[config.mk]
export PLATFORM = sky130hd
export DESIGN_NAME = bus_rr_multi
export DESIGN_NICKNAME = d
export VERILOG_FILES = /design/src/rtl/bus_rr_multi.sv
export SDC_FILE = /design/constraint.sdc
export NUM_CORES = 1
export LEC_CHECK = 0
export CAP_MARGIN = 20
export CORE_AREA = 10 10 163 165
export DETAILED_ROUTE_END_ITERATION = 12
export DIE_AREA = 0 0 173 175
export PLACE_DENSITY = 0.54
export RECOVER_POWER = 50
export SETUP_SLACK_MARGIN = 0.15
export SLEW_MARGIN = 5
export SYNTH_ARGS = -nofsm -noshare
export SYNTH_HDL_FRONTEND = slang
export SYNTH_SLANG_ARGS = --single-unit
[constraint.sdc]
create_clock -name clk -period 2.3 [get_ports clk]
set_input_delay 0.345 -clock clk [delete_from_list [all_inputs] [get_ports clk]]
set_output_delay 0.345 -clock clk [all_outputs]
set_load 0.02 [all_outputs]
[src/rtl/bus_rr_multi.sv]
// Shared bus: round-robin arbitration across N_MASTERS masters, base/mask decode to N_SLAVES
// slaves, registered read-data return and decode-error reporting.
module bus_rr_multi #(
  parameter int                          DATA_W    = 64,
  parameter int                          ADDR_W    = 16,
  parameter int                          N_MASTERS = 2,
  parameter int                          N_SLAVES  = 2,
  parameter logic [N_SLAVES*ADDR_W-1:0]  S_BASE    = {16'h7000, 16'h0000},
  parameter logic [N_SLAVES*ADDR_W-1:0]  S_MASK    = {16'hFE00, 16'hF800},
  parameter int                          MAX_HOLD  = 8
) (
  input  logic                          clk,
  input  logic                          reset,
  input  logic [N_MASTERS-1:0]          m_req,
  input  logic [N_MASTERS-1:0]          m_wr,
  input  logic [N_MASTERS*ADDR_W-1:0]   m_addr,
  input  logic [N_MASTERS*DATA_W-1:0]   m_dout,
  output logic [N_MASTERS-1:0]          m_grant,
  output logic [DATA_W-1:0]             m_din,
  output logic                          m_err,
  input  logic [N_SLAVES*DATA_W-1:0]    s_dout,
  output logic [N_SLAVES-1:0]           s_sel,
  output logic [ADDR_W-1:0]             s_addr,
  output logic                          s_wr,
  output logic [DATA_W-1:0]             s_din
);

  localparam int IDX_W  = (N_MASTERS > 1) ? $clog2(N_MASTERS) : 1;
  localparam int HOLD_W = (MAX_HOLD > 1) ? $clog2(MAX_HOLD) : 1;
  localparam logic [HOLD_W-1:0] HOLD_LAST = (MAX_HOLD > 0) ? HOLD_W'(MAX_HOLD - 1) : '0;

  typedef enum logic {IDLE, OWNED} state_t;

  state_t               state_reg, state_next;
  logic [N_MASTERS-1:0] grant_reg, grant_next;
  logic [IDX_W-1:0]     ptr_reg, ptr_next;
  logic [HOLD_W-1:0]    hold_reg, hold_next;
  logic [N_SLAVES-1:0]  sel_q_reg;
  logic                 err_q_reg;

  logic [IDX_W-1:0]     owner, winner;
  logic                 found, active, others_req, hold_hit, rearb;
  logic [ADDR_W-1:0]    owner_addr;
  logic [N_SLAVES-1:0]  hit, sel;
  logic                 taken;
  logic [DATA_W-1:0]    din;

  always_comb begin
    owner = '0;
    for (int i = 0; i < N_MASTERS; i++)
      if (grant_reg[i]) owner = IDX_W'(i);
  end

  assign active     = (state_reg == OWNED) && m_req[owner];
  assign others_req = |(m_req & ~grant_reg);
  assign hold_hit   = (MAX_HOLD != 0) && (hold_reg == HOLD_LAST) && active;

  // Search starts just above the last winner so every requester is served in turn.
  always_comb begin
    found  = 1'b0;
    winner = '0;
    for (int i = 1; i <= N_MASTERS; i++) begin
      if (!found && m_req[(int'(ptr_reg) + i) % N_MASTERS]) begin
        found  = 1'b1;
        winner = IDX_W'((int'(ptr_reg) + i) % N_MASTERS);
      end
    end
  end

  always_comb begin
    state_next = state_reg;
    grant_next = grant_reg;
    ptr_next   = ptr_reg;
    hold_next  = hold_reg;
    rearb      = (state_reg == IDLE) || !active || (hold_hit && others_req);
    if (rearb) begin
      hold_next = '0;
      if (found) begin
        state_next = OWNED;
        grant_next = N_MASTERS'(1) << winner;
        ptr_next   = winner;
      end else begin
        state_next = IDLE;
        grant_next = '0;
      end
    end else if ((MAX_HOLD != 0) && (hold_reg != HOLD_LAST)) begin
      // Saturates so a late competitor preempts the owner immediately.
      hold_next = hold_reg + 1'b1;
    end
  end

  assign owner_addr = m_addr[owner*ADDR_W +: ADDR_W];

  genvar gi;
  generate
    for (gi = 0; gi < N_SLAVES; gi++) begin : g_hit
      assign hit[gi] = (owner_addr & S_MASK[gi*ADDR_W +: ADDR_W]) == S_BASE[gi*ADDR_W +: ADDR_W];
    end
  endgenerate

  // Lowest-index slave wins when windows overlap.
  always_comb begin
    sel   = '0;
    taken = 1'b0;
    for (int k = 0; k < N_SLAVES; k++) begin
      if (active && hit[k] && !taken) sel[k] = 1'b1;
      taken = taken | hit[k];
    end
  end

  assign s_sel  = sel;
  assign s_addr = active ? owner_addr : '0;
  assign s_wr   = active ? m_wr[owner] : 1'b0;
  assign s_din  = active ? m_dout[owner*DATA_W +: DATA_W] : '0;

  always_ff @(posedge clk) begin
    if (reset) begin
      state_reg <= IDLE;
      grant_reg <= '0;
      ptr_reg   <= IDX_W'(N_MASTERS - 1);
      hold_reg  <= '0;
      sel_q_reg <= '0;
      err_q_reg <= 1'b0;
    end else begin
      state_reg <= state_next;
      grant_reg <= grant_next;
      ptr_reg   <= ptr_next;
      hold_reg  <= hold_next;
      sel_q_reg <= sel;
      err_q_reg <= active & ~|hit;
    end
  end

  always_comb begin
    din = '0;
    for (int k = 0; k < N_SLAVES; k++)
      if (sel_q_reg[k]) din = din | s_dout[k*DATA_W +: DATA_W];
  end

  assign m_din   = din;
  assign m_err   = err_q_reg;
  assign m_grant = grant_reg;

endmodule

Word level (Yosys, flattened, before mapping)
Cells that the tools add are included.
{"block": "op_classes", "order_cmp": 3, "n_eq_ne": 3, "mux": 24, "add_sub_neg": 3, "n_reduce_logical": 18, "n_bitwise": 7, "shifts": 3}
{"cell": "64-bit two-way mux", "n": 3}
{"cell": "128-bit by 8-bit indexed part select with 64-bit output", "n": 1}
{"cell": "64-bit bitwise OR", "n": 1}
{"cell": "32-bit by 6-bit indexed part select with 16-bit output", "n": 1}
{"cell": "1-bit two-way mux", "n": 19}
{"cell": "16-bit zero test", "n": 1}
{"cell": "16-bit two-way mux", "n": 1}
{"cell": "7-bit by 6-bit equality test with 1-bit output (second input constant)", "n": 1}
{"cell": "1-bit logical AND", "n": 7}
{"cell": "2-bit by 3-bit less-than comparator with 1-bit output (second input constant)", "n": 2}
{"cell": "2-bit OR reduction", "n": 3}
{"cell": "1-bit zero test", "n": 4}
{"cell": "3-bit by 1-bit adder with 3-bit output (second input constant)", "n": 1}
{"cell": "3-bit equality test (second input constant)", "n": 1}
{"cell": "3-bit inequality test (second input constant)", "n": 1}
{"cell": "1-bit adder (second input constant)", "n": 2}
{"cell": "1-bit bitwise AND (first input constant)", "n": 2}
{"cell": "2-bit bitwise AND", "n": 1}
{"cell": "1-bit logical OR", "n": 2}
{"cell": "1-bit by 2-bit less-than comparator with 1-bit output (second input constant)", "n": 1}
{"cell": "2-bit two-way mux", "n": 1}
{"cell": "2-bit NOT", "n": 1}
{"cell": "2-bit AND reduction", "n": 1}
{"cell": "1-bit by 1-bit << shifter with 2-bit output (first input constant)", "n": 1}
{"cell": "2 further kinds", "n": 2}
{"block": "word_totals", "register_bits": 10, "in_bits": 294, "output_inout_bits": 150, "elab_cells": 67}

Logic depth before layout (Yosys ltp)
{"block": "depth", "depth_word": 11, "depth_mapped": 6, "mapped_depth_nobuf": 5}

Worst setup path before layout
Ideal clock, no wire load.
{"block": "synth_path", "path_type": "flip-flop to output port", "start": "register grant_reg[1], in the netlist m_grant[1]", "end": "output port s_sel[1]", "arrival_time_ns": 1.443, "slack_ns": 0.512, "stages_incl_launch_ff": 6, "cell_sequence": "dfxtp_1 -> buf_6 -> nor4b_1 -> nand2_1 -> a211oi_1 -> nor2b_1"}
{"block": "synth_via", "elab_chain_cells": 7, "word_cells_on_any_way": 11, "cone_classes": "1 x eq/ne; 1 x shift; 4 x mux; 5 x reduce/logical"}
{"element": "from (decl)", "line": "35", "source": "logic [N_MASTERS-1:0] grant_reg, grant_next;"}
{"element": "from (signal assigned)", "line": "126", "source": "grant_reg <= grant_next;"}
{"element": "1-bit two-way mux (*)", "line": "51", "source": "if (grant_reg[i]) owner = IDX_W'(i);"}
{"element": "branches (longest 4 deep; another with 32-bit by 6-bit indexed part select with 16-bit output)"}
{"element": "1-bit logical AND (*)", "line": "106", "source": "if (active && hit[k] && !taken) sel[k] = 1'b1;"}
{"element": "1-bit two-way mux (*)", "line": "106"}
{"element": "to (decl)", "line": "22", "source": "output logic [N_SLAVES-1:0] s_sel,"}
Mark *: on every way between the ends. The select of a mux whose other input is x is not followed.

Worst setup path in the final report
{"block": "layout_path", "start": "register grant_reg[1], in the netlist m_grant[1]", "end": "output port s_addr[11]"}
{"block": "layout_via", "elab_chain_cells": 5, "word_cells_on_any_way": 6, "cone_classes": "1 x shift; 4 x mux; 1 x reduce/logical"}
{"element": "1-bit two-way mux (*)", "line": "51"}
{"element": "branches (longest 3 deep; another with 32-bit by 6-bit indexed part select with 16-bit output)"}
{"element": "16-bit two-way mux (*)", "line": "112", "source": "assign s_addr = active ? owner_addr : '0;"}
{"element": "to (decl)", "line": "23", "source": "output logic [ADDR_W-1:0] s_addr,"}
Marked as above.

==> results <==
==> cell type report <==
class	count	share of cell area, %
Sequential cell	10	2.74
Tap cell	319	5.40
Clock buffer	4	1.20
Multi-Input combinational cell	273	27.9
Timing Repair Buffer	485	62.7
Inverter	1	0.0508
==> routing by layer <==
metal / track usage [%] / up-vias / wire, um
met4: 2.08 / 0 / 163
met3: 5.39 / 11 / 2280
met2: 24.8 / 256 / 11300
li1: - / 2080 / -
met5: 0 / - / 0
met1: 13.5 / 1838 / 8060
==> power breakdown <==
| part | leakage [nW] | internal (mW) | switching [mW] |
|---|---|---|---|
| registers | 0.0829 | 0.181 | 0.00587 |
| clock network | 0.0442 | 0.263 | 0.0959 |
| logic | 2.93 | 0.676 | 0.397 |
| total | 3.06 | 1.12 | 0.499 |
==> worst min path at each step <==
| stage | start | slack, ns | cells after the start | to |
|---|---|---|---|---|
| floorplan | m_req[0] | 0.46 | 2 | state_reg |
| global placement | hold_reg[2] | 0.52 | 2 | hold_reg[2] |
| detailed placement | hold_reg[0] | 0.53 | 2 | hold_reg[0] |
| CTS | hold_reg[0] | 0.54 | 2 | hold_reg[0] |
| global route | hold_reg[2] | 0.57 | 2 | hold_reg[2] |
| finish | ptr_reg | 0.53 | 2 | ptr_reg |
==> stage by stage <==
| step | hold slack, ns | util, % | area (sq um) | setup WS, ns |
|---|---|---|---|---|
| after floorplan | 0.461 | - | 2350 | 0.512 |
| after global placement | 0.524 | 31.6 | 7350 | -0.403 |
| after detailed placement | 0.529 | 31.6 | 7350 | -0.407 |
| after CTS | 0.539 | 31.5 | 7320 | 0.0802 |
| after global routing | 0.571 | 31.8 | 7390 | 0.0810 |
| final | 0.529 | 31.8 | 7390 | 0.193 |
==> cells in the final DEF, fill, tap and decap left out, types with 3 or more instances in the layout <==
cell type,count
buf_6,5
clkdlybuf4s15_2,9
clkdlybuf4s50_1,302
mux2i_1,83
buf_2,19
a22o_1,64
o21ai_0,3
nor3_1,5
clkbuf_1,13
nor2_2,6
nor2_1,80
nand2b_1,3
clkbuf_16,4
dlygate4sd2_1,21
buf_12,7
dlygate4sd3_1,55
a21oi_1,3
dfxtp_1,8
buf_4,51
==> logic make-up (layout without fill, tap and decap cells) <==
| family | count (synthesis) | after routing |
|---|---|---|
| simple gates | 112 | 112 |
| mux | 85 | 85 |
| compound gates | 73 | 73 |
| buf+inv | 37 | 490 |
| flops | 10 | 10 |
| fa+ha+maj | 2 | 2 |
| xor+xnor | 1 | 1 |
==> worst max-delay path, delay by kind of cell, from the launching register on <==
family,cells,cell delay [ns]
buffers and inverters,5,0.69
flip-flops,1,0.38
multiplexers,1,0.30
AND/OR/NAND/NOR,2,0.14
==> repair_timing <==
| action | in CTS | in global routing |
|---|---|---|
| gates cloned | 0 | 1 |
| setup endpoints to repair | 83 | 55 |
| hold endpoints to repair | 0 | 0 |
| buffers inserted | 6 | 1 |
| pin swaps | 0 | 1 |
| gates resized for setup | 256 | 52 |
==> results.md <==
- Status: completed
- Core Area: 0.0233 sq mm
- Final ANT Viol Nets: 0
- FF-to-FF path depth: 7
- #FFs+latches synth: 10
- Total negative slack: 0 ns
- Avg Inst Size Synth: 7.34 sq um
- IO buf count: 443
- Starting DRT DRC Count: 144
- Post-DP HPWL: 19100 um
- Hold Buf Count CTS: 0
- Number of synthesized flops with an enable pin: 0
- CTS sink cnt: 10
- Slew @ Worst Pin: 0.566 ns
- Initial antenna violation count: 0
- Post-Synth Adder-Cell Area: 1.07%
- # fillers: 2502
- Simple-Gate Fraction of Synth Area: 20.3%
- DRT Pass-1 Iters: 4
- CTS buffer count: 3
- Die H: 175 um
- Finished Layout Cells: 1092
- Final Net Count: 1070
- Final Skew: 0.00389 ns
- Final Critical Period: 2.11 ns
- Fmax: 475 MHz
- # setup viols final: 0
- CP Capture Point: s_addr[11]
- Vias/cell: 3.83
- Crit path cell chain: buf_4 > mux2_4 > nand2_4 > buf_12 > buf_4 > buf_12 > nor2_1 > buf_4
- Leakage: 3.06 nW
- Post-synth top cells: nor2_1 (88), mux2i_1 (83), a22o_1 (64), clkbuf_1 (17), buf_2 (13)
- Via Count: 4185
- CTS tree: done
- Async set-reset flop share out of synthesis: 0%
- Clk pin slew, worst setup/hold paths: 0.04 ns
- H-tree depth: 1
- Peak supply drop: 0.000149 V
- Die W: 173 um
- Yosys cell types: 32
- N_diodes: 0
- Crit. End Element: output port
- Critical path class: flip-flop to output port
- Rows: 56
- Final critical-path share of the clock period: 91.6%
- Hold Vio Cnt, Final: 0
- Share of layout cells above drive strength 1: 14.7%
- Flip-flop count of the largest register after layout: 3
- Critical R2R Capture: m_err
- RePlAce Congestion: 0.792
- Post-Syn Nets: 616
- I/O pins: 444
- Final WL: 21800 um
- GRT Residual Overflow: 0
- Post-synthesis instance total: 320
- Vias in the first global route: 4599
- Area of the multi-input gates: 0.00206 sq mm
- R2R Setup Slk: 0.46 ns
- FF-to-FF Start: m_grant[1]
- CP Max Fanout: 13
- CP Data Required Time: 1.96 ns
- Area grow syn2layout: 215%
- Pins Over Slew Limit: 0
- Die Area: 0.0303 sq mm
- Yosys warns: 0
- Top cell type's share of synthesized area: 35.4%
- Placed insts: 1080
- Largest net degree at the start of global routing: 65
- Count leader, synth: nor2_1
- Clock Latency Late Sink: 0.24 ns
- FF/Latch Area: 203 sq um
- Tot Pwr: 1.62 mW
- Maximum clock insertion buffer count: 2
- Synth area leaders: mux2i_1 (35%), a22o_1 (24%), nor2_1 (14%)
- Drt drc: 0
- Max-slew headroom: 62.2%
- CP Launch Type: flip-flop
- Total track usage: 13.2%
- Clock root buffer: clkbuf_16
- Post-synthesis sequential area ratio: 8.53%
- Compound-Gate Fraction of Synth Area: 26.2%
- Largest family of logic cells by synthesized area: multiplexers
- First-pass GRT wire length: 30800 um
- Syn Std Cell Area: 0.00235 sq mm
- Largest stage delay, worst path: 0.38 ns
- WL/cell: 20.0 um
- Crit path launch: m_grant[1]
- CP max-delay cell: dfxtp_1
- RSZ-0062 raised after global routing: true
- Critical Path AT: 1.76 ns
- Most used cell, CP: buf_4
- HP Class: flip-flop to flip-flop
- Synth Flop Type: dfxtp_1
- Fraction of synthesized area in multiplexers: 36.5%
- Power per Cell Area: 219 mW/mm^2
- Initial core utilization: 10.1%
- Post-Synth XOR/XNOR Area: 0.373%
- Max-cap violation count: 0
- Top cell type by total area after synthesis: mux2i_1
(Power assumes the default switching activity.)
